--- config.mk ---
export PLATFORM = sky130hd
export DESIGN_NAME = instruction_fetch_unit
export DESIGN_NICKNAME = d
export VERILOG_FILES = /design/src/rtl/instruction_fetch_unit.sv
export SDC_FILE = /design/constraint.sdc
export NUM_CORES = 1
export LEC_CHECK = 0
export CAP_MARGIN = 40
export CORE_UTILIZATION = 30
export DETAILED_ROUTE_END_ITERATION = 16
export GPL_TIMING_DRIVEN = 0
export SLEW_MARGIN = 30
export SYNTH_ARGS = -nofsm -noshare
export SYNTH_HDL_FRONTEND = slang
export SYNTH_SLANG_ARGS = --single-unit
--- constraint.sdc ---
create_clock -name clk -period 5.15 [get_ports clk]
set_input_delay 0.515 -clock clk [delete_from_list [all_inputs] [get_ports clk]]
set_output_delay 0.515 -clock clk [all_outputs]
set_load 0.1 [all_outputs]
--- src/rtl/instruction_fetch_unit.sv ---
// rtl/instruction_fetch_unit.sv - instruction fetch stage: PC, imem handshake, redirect, fault trapping
//
// Ports:
//   clk, rst_n              clock, synchronous active-low reset
//   imem_req/addr           word fetch request to instruction memory (addr is always the PC)
//   imem_ready/rdata        memory answer; rdata sampled only when req && ready
//   stall                   decode cannot accept; hold the presented instruction
//   redirect_valid/target   taken branch/jump; load a new PC
//   instr_valid/instr/pc    instruction presented to decode
//   fault/fault_cause       sticky trap: 01 misaligned redirect, 10 fetch timeout
module instruction_fetch_unit #(
  parameter logic [31:0] RESET_PC = 32'h0000_0000,
  parameter int unsigned TIMEOUT  = 16
) (
  input  logic        clk,
  input  logic        rst_n,
  output logic        imem_req,
  output logic [31:0] imem_addr,
  input  logic        imem_ready,
  input  logic [31:0] imem_rdata,
  input  logic        stall,
  input  logic        redirect_valid,
  input  logic [31:0] redirect_target,
  output logic        instr_valid,
  output logic [31:0] instr,
  output logic [31:0] instr_pc,
  output logic        fault,
  output logic [1:0]  fault_cause
);

  localparam logic [31:0] NOP     = 32'h0000_0013;
  localparam logic [7:0]  TO_LAST = 8'(TIMEOUT - 1);

  typedef enum logic [1:0] {
    S_IDLE  = 2'd0,
    S_FETCH = 2'd1,
    S_FAULT = 2'd2
  } state_t;

  state_t      r_state;
  state_t      w_state_nxt;
  logic [31:0] r_pc;
  logic [31:0] r_instr;
  logic [31:0] r_instr_pc;
  logic        r_instr_valid;
  logic        r_fault;
  logic [1:0]  r_fault_cause;
  logic [7:0]  r_tcnt;

  logic w_req;
  logic w_accept;
  logic w_misaligned;
  logic w_timeout;

  // Gating with rst_n keeps the request low during a reset cycle even though
  // the state register still holds FETCH until the edge.
  assign w_req        = rst_n && (r_state == S_FETCH) && !redirect_valid
                        && !(r_instr_valid && stall);
  assign w_accept     = w_req && imem_ready;
  assign w_misaligned = redirect_target[1:0] != 2'b00;
  // Counter holds the number of unanswered cycles already elapsed, so hitting
  // TIMEOUT-1 while still unanswered means this is the TIMEOUT-th one.
  assign w_timeout    = w_req && !imem_ready && (r_tcnt == TO_LAST);

  always_comb begin
    w_state_nxt = r_state;
    case (r_state)
      S_IDLE:  w_state_nxt = S_FETCH;
      S_FETCH: begin
        if ((redirect_valid && w_misaligned) || w_timeout) begin
          w_state_nxt = S_FAULT;
        end
      end
      S_FAULT: w_state_nxt = S_FAULT;
      default: w_state_nxt = S_IDLE;
    endcase
  end

  always_ff @(posedge clk) begin
    if (!rst_n) begin
      r_state <= S_IDLE;
    end else begin
      r_state <= w_state_nxt;
    end
  end

  always_ff @(posedge clk) begin
    if (!rst_n) begin
      r_pc          <= RESET_PC;
      r_instr       <= NOP;
      r_instr_pc    <= 32'h0;
      r_instr_valid <= 1'b0;
      r_fault       <= 1'b0;
      r_fault_cause <= 2'b00;
      r_tcnt        <= 8'h0;
    end else begin
      case (r_state)
        S_FETCH: begin
          if (redirect_valid) begin
            // Redirect wins over stall and over any concurrent ready.
            r_instr_valid <= 1'b0;
            r_tcnt        <= 8'h0;
            if (!w_misaligned) begin
              r_pc <= redirect_target;
            end else begin
              r_fault       <= 1'b1;
              r_fault_cause <= 2'b01;
            end
          end else if (w_accept) begin
            r_instr       <= imem_rdata;
            r_instr_pc    <= r_pc;
            r_instr_valid <= 1'b1;
            r_pc          <= r_pc + 32'd4;
            r_tcnt        <= 8'h0;
          end else begin
            // Consume: decode took the instruction and nothing new arrived.
            if (r_instr_valid && !stall) begin
              r_instr_valid <= 1'b0;
            end
            if (w_req) begin
              if (w_timeout) begin
                r_fault       <= 1'b1;
                r_fault_cause <= 2'b10;
              end else begin
                r_tcnt <= r_tcnt + 8'd1;
              end
            end else begin
              r_tcnt <= 8'h0;
            end
          end
        end
        S_FAULT: begin
          r_instr_valid <= 1'b0;
        end
        default: begin
        end
      endcase
    end
  end

  assign imem_req    = w_req;
  assign imem_addr   = r_pc;
  assign instr_valid = r_instr_valid;
  assign instr       = r_instr;
  assign instr_pc    = r_instr_pc;
  assign fault       = r_fault;
  assign fault_cause = r_fault_cause;

endmodule
[Word-level counts from Yosys, hierarchy flattened]
Cells that the tools add are included.
Word-level totals
  register bits after elaboration: 110
  output and inout port bits: 101
  word-level logic and storage cells: 68
Operators by class
  add/subtract/negate cells: 2
  eq/ne operators: 9
  multiplexer cells: 23
  bitwise operators: 1
  reduce and logical (&&, ||, !) cells: 25
Operator list (count)
  32-bit 2-to-1 mux: 3
  32-bit by 3-bit adder with 32-bit output, second input constant: 1
  8-bit 2-to-1 mux: 4
  2-bit 2-to-1 mux: 6
  2-bit nonzero test: 5
  1-bit logical AND: 9
  8-bit by 1-bit adder with 8-bit output, second input constant: 1
  8-bit by 4-bit == test with 1-bit output, second input constant: 1
  1-bit 2-to-1 mux: 8
  2-bit case mux with 3 select lines: 1
  3-bit AND reduction: 2
  5-bit AND reduction: 1
  1-bit logical NOT: 4
  2-bit by 1-bit inequality test with 1-bit output, second input constant: 2
  2-bit inequality test, second input constant: 2
  4-bit by 3-bit inequality test with 1-bit output, second input constant: 1
  4-bit inequality test, second input constant: 1
  2-bit AND reduction: 2
  2-bit by 1-bit == test with 1-bit output, second input constant: 1
  2-bit == test, second input constant: 1
  2-bit logical NOT: 1
  1-bit case mux with 2 select lines: 1
  1-bit logical OR: 1
  1-bit inverter: 1

[Logic depth before layout (Yosys ltp)]
  word-level depth: 10
  gate-level depth with buffers: 9

[Worst setup path before layout]
Ideal clock, no wire load.
  path kind: reg2out
  start point: reg r_instr_valid (netlist: instr_valid)
  end point: out imem_req
  arrival time: 3.130 ns
  data required time: 4.635 ns
  path slack: 1.505 ns
  stages on the path, launching flop included: 4
  cells stage by stage: dfxtp_1 -> and2_1 -> buf_2 -> nor3_1
Between the ends
  cells in the longest elaborated chain, start to end: 3
Ends and longest elaborated chain
  start, declared: line 45  | logic r_instr_valid;
  start signal, assigned: line 92  | r_instr_valid <= 1'b0;
  start signal, assigned: line 101  | r_instr_valid <= 1'b0;
  start signal, assigned: line 112  | r_instr_valid <= 1'b1;
  1-bit logical AND: line 58  | && !(r_instr_valid && stall);
  1-bit logical NOT: line 58
  1-bit logical AND: line 58
  end, declared: line 17  | output logic imem_req,
No other way between the ends.

[Worst setup path after layout]
  start point: in stall
  end point: out imem_req
Between the ends
  cells in the longest elaborated chain, start to end: 3
Ends and longest elaborated chain
  start, declared: line 21  | input logic stall,
  1-bit logical AND: line 58
  1-bit logical NOT: line 58
  1-bit logical AND: line 58
No other way between the ends.

==> flow_summary.toml <==
[run_status]
status = "complete, no violations"

[run]
cap_violations = 0

[global_route]
grt_pass1_vias = 5331
grt_util_all_layers_pct = 23.1
overflow = 0
grt_first_pass_wirelength_um = 29300
antenna_found_initial = 1
grt_start_max_net_pins = 17

[placement]
gp_congestion = 0.829
placed_cells = 1113
port_buffers = 167
hpwl_um = 14300
place_ws_ps = 2250

[route]
firstDrtPassIters = 5
vias = 5595
routedWlPerCell_um = 16.9
dr.max_layer_used = "met5"
antenna_left = 0
avgViaCountPerCell = 4.96
finalWirelength_um = 19100
drt_iter0_markers = 362
met2_length_um = 9300
wl_met1_um = 8140
met3_length_um = 1300
drc = 0

[timing]
skew_ps = 9.08
timing.hold.ws_ps = 453
finalWorstSetupSlack_ps = 2340
min_period_ps = 2810
final_max_slew_viol_count = 0
rsz0062_at_grt = "false"
worst_slew_pin_slew_ps = 767
setup_tns_ps = 0
slew-limit-headroom_pct = 48.9
setup_viol = 0
max_freq_mhz = 355
period_share_pct = 54.6
hold_violations = 0

[yosys]
ys_warn_count = 0
synth_edf_count = 0
syn_inst = 629
synth_cell_types = 53
avgSynthCellArea_um2 = 7.85
synth_seq_cells = 110
synth_nets = 703
netlist.area_leader.share_pct = 44.6
syn_area_um2 = 4940
ys_seq_area_share_pct = 44.6
ys_top_cells_by_area = "dfxtp_1 45%, nand2_1 12%, a21oi_1 8.2%, nand3_1 2.9%, clkbuf_1 2.5%"
postSynth.asyncResetShare_pct = 0
synth_top_area_cell = "dfxtp_1"
synth_ff_type = "dfxtp_1"

[cells_and_area]
final_layout_size_suffix_gt1_share_pct = 15.6
n_fill_cell = 1473
antennaDiodeCount = 0
final_common_cell = "clkdlybuf4s50_1"
fin_cells = 1129
area_delta_synth_final_pct = 81.6
regArea_um2 = 2200
final_nets = 982
multi_input_area_um2 = 2490
final_cell_mix = "167 x clkdlybuf4s50_1, 158 x nand2_1, 110 x dfxtp_1, 81 x a21oi_1, 78 x buf_8"

[cts]
cts_root_buf = "clkbuf_16"
cts_tree = "built"
path_clk_slew_ps = 70
ctsResizeCount = 0
cts_buffers = 9
htree_levels = 3
clkSinkCount = 110
postCtsSetupBuffers = 0
clock_path_buffers = 2
cts_hold_buf = 0
clk_latency_ps = 360

[floorplanning]
start_util_pct = 30.9
dieArea_um2 = 17000
ios = 170
die_h_um = 130
rows = 46
die_w_um = 130
core_um2 = 16000

[min_path]
hold_end = "instr_pc[29]"
hp-class = "reg -> reg"
hp-start = "instr_pc[29]"
min_path_cells = 2

[setup_path]
crit_required_ps = 4640
rrSetupSlack_ps = 2690
cp-start-kind = "primary input"
crit_path_end_kind = "output port"
crit_fanout = 6
r2r-end = "imem_addr[9]"
worstRegToRegCells = 8
worstPathArrival_ps = 2300
r2r-start = "r_state[1]"
critPathKind = "in -> out"

[pwr]
leakage_nw = 3.27
peakVddDrop_mv = 0.197
p_per_area_nw_per_um2 = 276
p_total_w = 0.00247
[metrics by stage]
stage	cell area, um2	utilization, %
after floorplan	4940	-
final	8970	56.0
after global routing	8970	56.0
after global placement	6880	43.0
after CTS	8970	56.0
after detailed placement	8680	54.3
[Yosys cell counts, types with 9 or more instances]
master	n
dfxtp_1	110
buf_2	15
nand3_1	29
nand2_1	158
nor3_1	9
and3_1	16
nand4_1	16
clkbuf_1	33
a21oi_1	81
nor2_1	25
mux2i_1	12
[cells by family after synthesis]
kind of cell    synth area share, %
flops                          44.6
xor+xnor                       1.24
simple gates                   27.5
buf+inv                        4.87
fa+ha+maj                      1.27
mux                            2.43
compound gates                 18.1
[worst max-delay path, cell delays in order]
cell,delay [ps]
clkdlybuf4s50_1,410
and2_1,160
buf_2,160
nor3_1,280
clkdlybuf4s50_1,570
buf_8,200
[state kept, by name, summed over array words and instances, names as in the netlist]
register / count
fault_cause: 2
instr_pc: 32
r_tcnt: 8
fault: 1
r_state: 2
instr: 32
instr_valid: 1
imem_addr: 32
[how the worst max path moves through the flow]
stage	from	to
6_report	stall	imem_req
3_5_place_dp	stall	instr[16]
2_1_floorplan	instr_valid	imem_req
3_3_place_gp	stall	imem_req
5_1_grt	stall	imem_req
4_1_cts	stall	imem_req
[where the power goes]
part | internal, W | switching (W)
combinational | 0.000307 | 0.000518
sequential | 0.000898 | 0.0000507
clock | 0.000375 | 0.000326
total | 0.00158 | 0.000894
[routing by layer]
layer,up-vias,global-route usage (%)
li1,2759,-
met1,2606,28.6
met2,206,39.2
met3,22,6.48
met4,2,5.88
met5,-,0
[cell type report]
| type | count | share of cell area [%] |
|---|---|---|
| inverter | 7 | 0.293 |
| clock inverter | 5 | 0.558 |
| sequential | 110 | 24.6 |
| clock buffer | 11 | 2.60 |
| tap | 216 | 3.01 |
| multi-input combinational | 460 | 27.8 |
| timing repair buffer | 268 | 38.8 |
| buffer | 52 | 2.39 |
(Power assumes the default switching activity.)
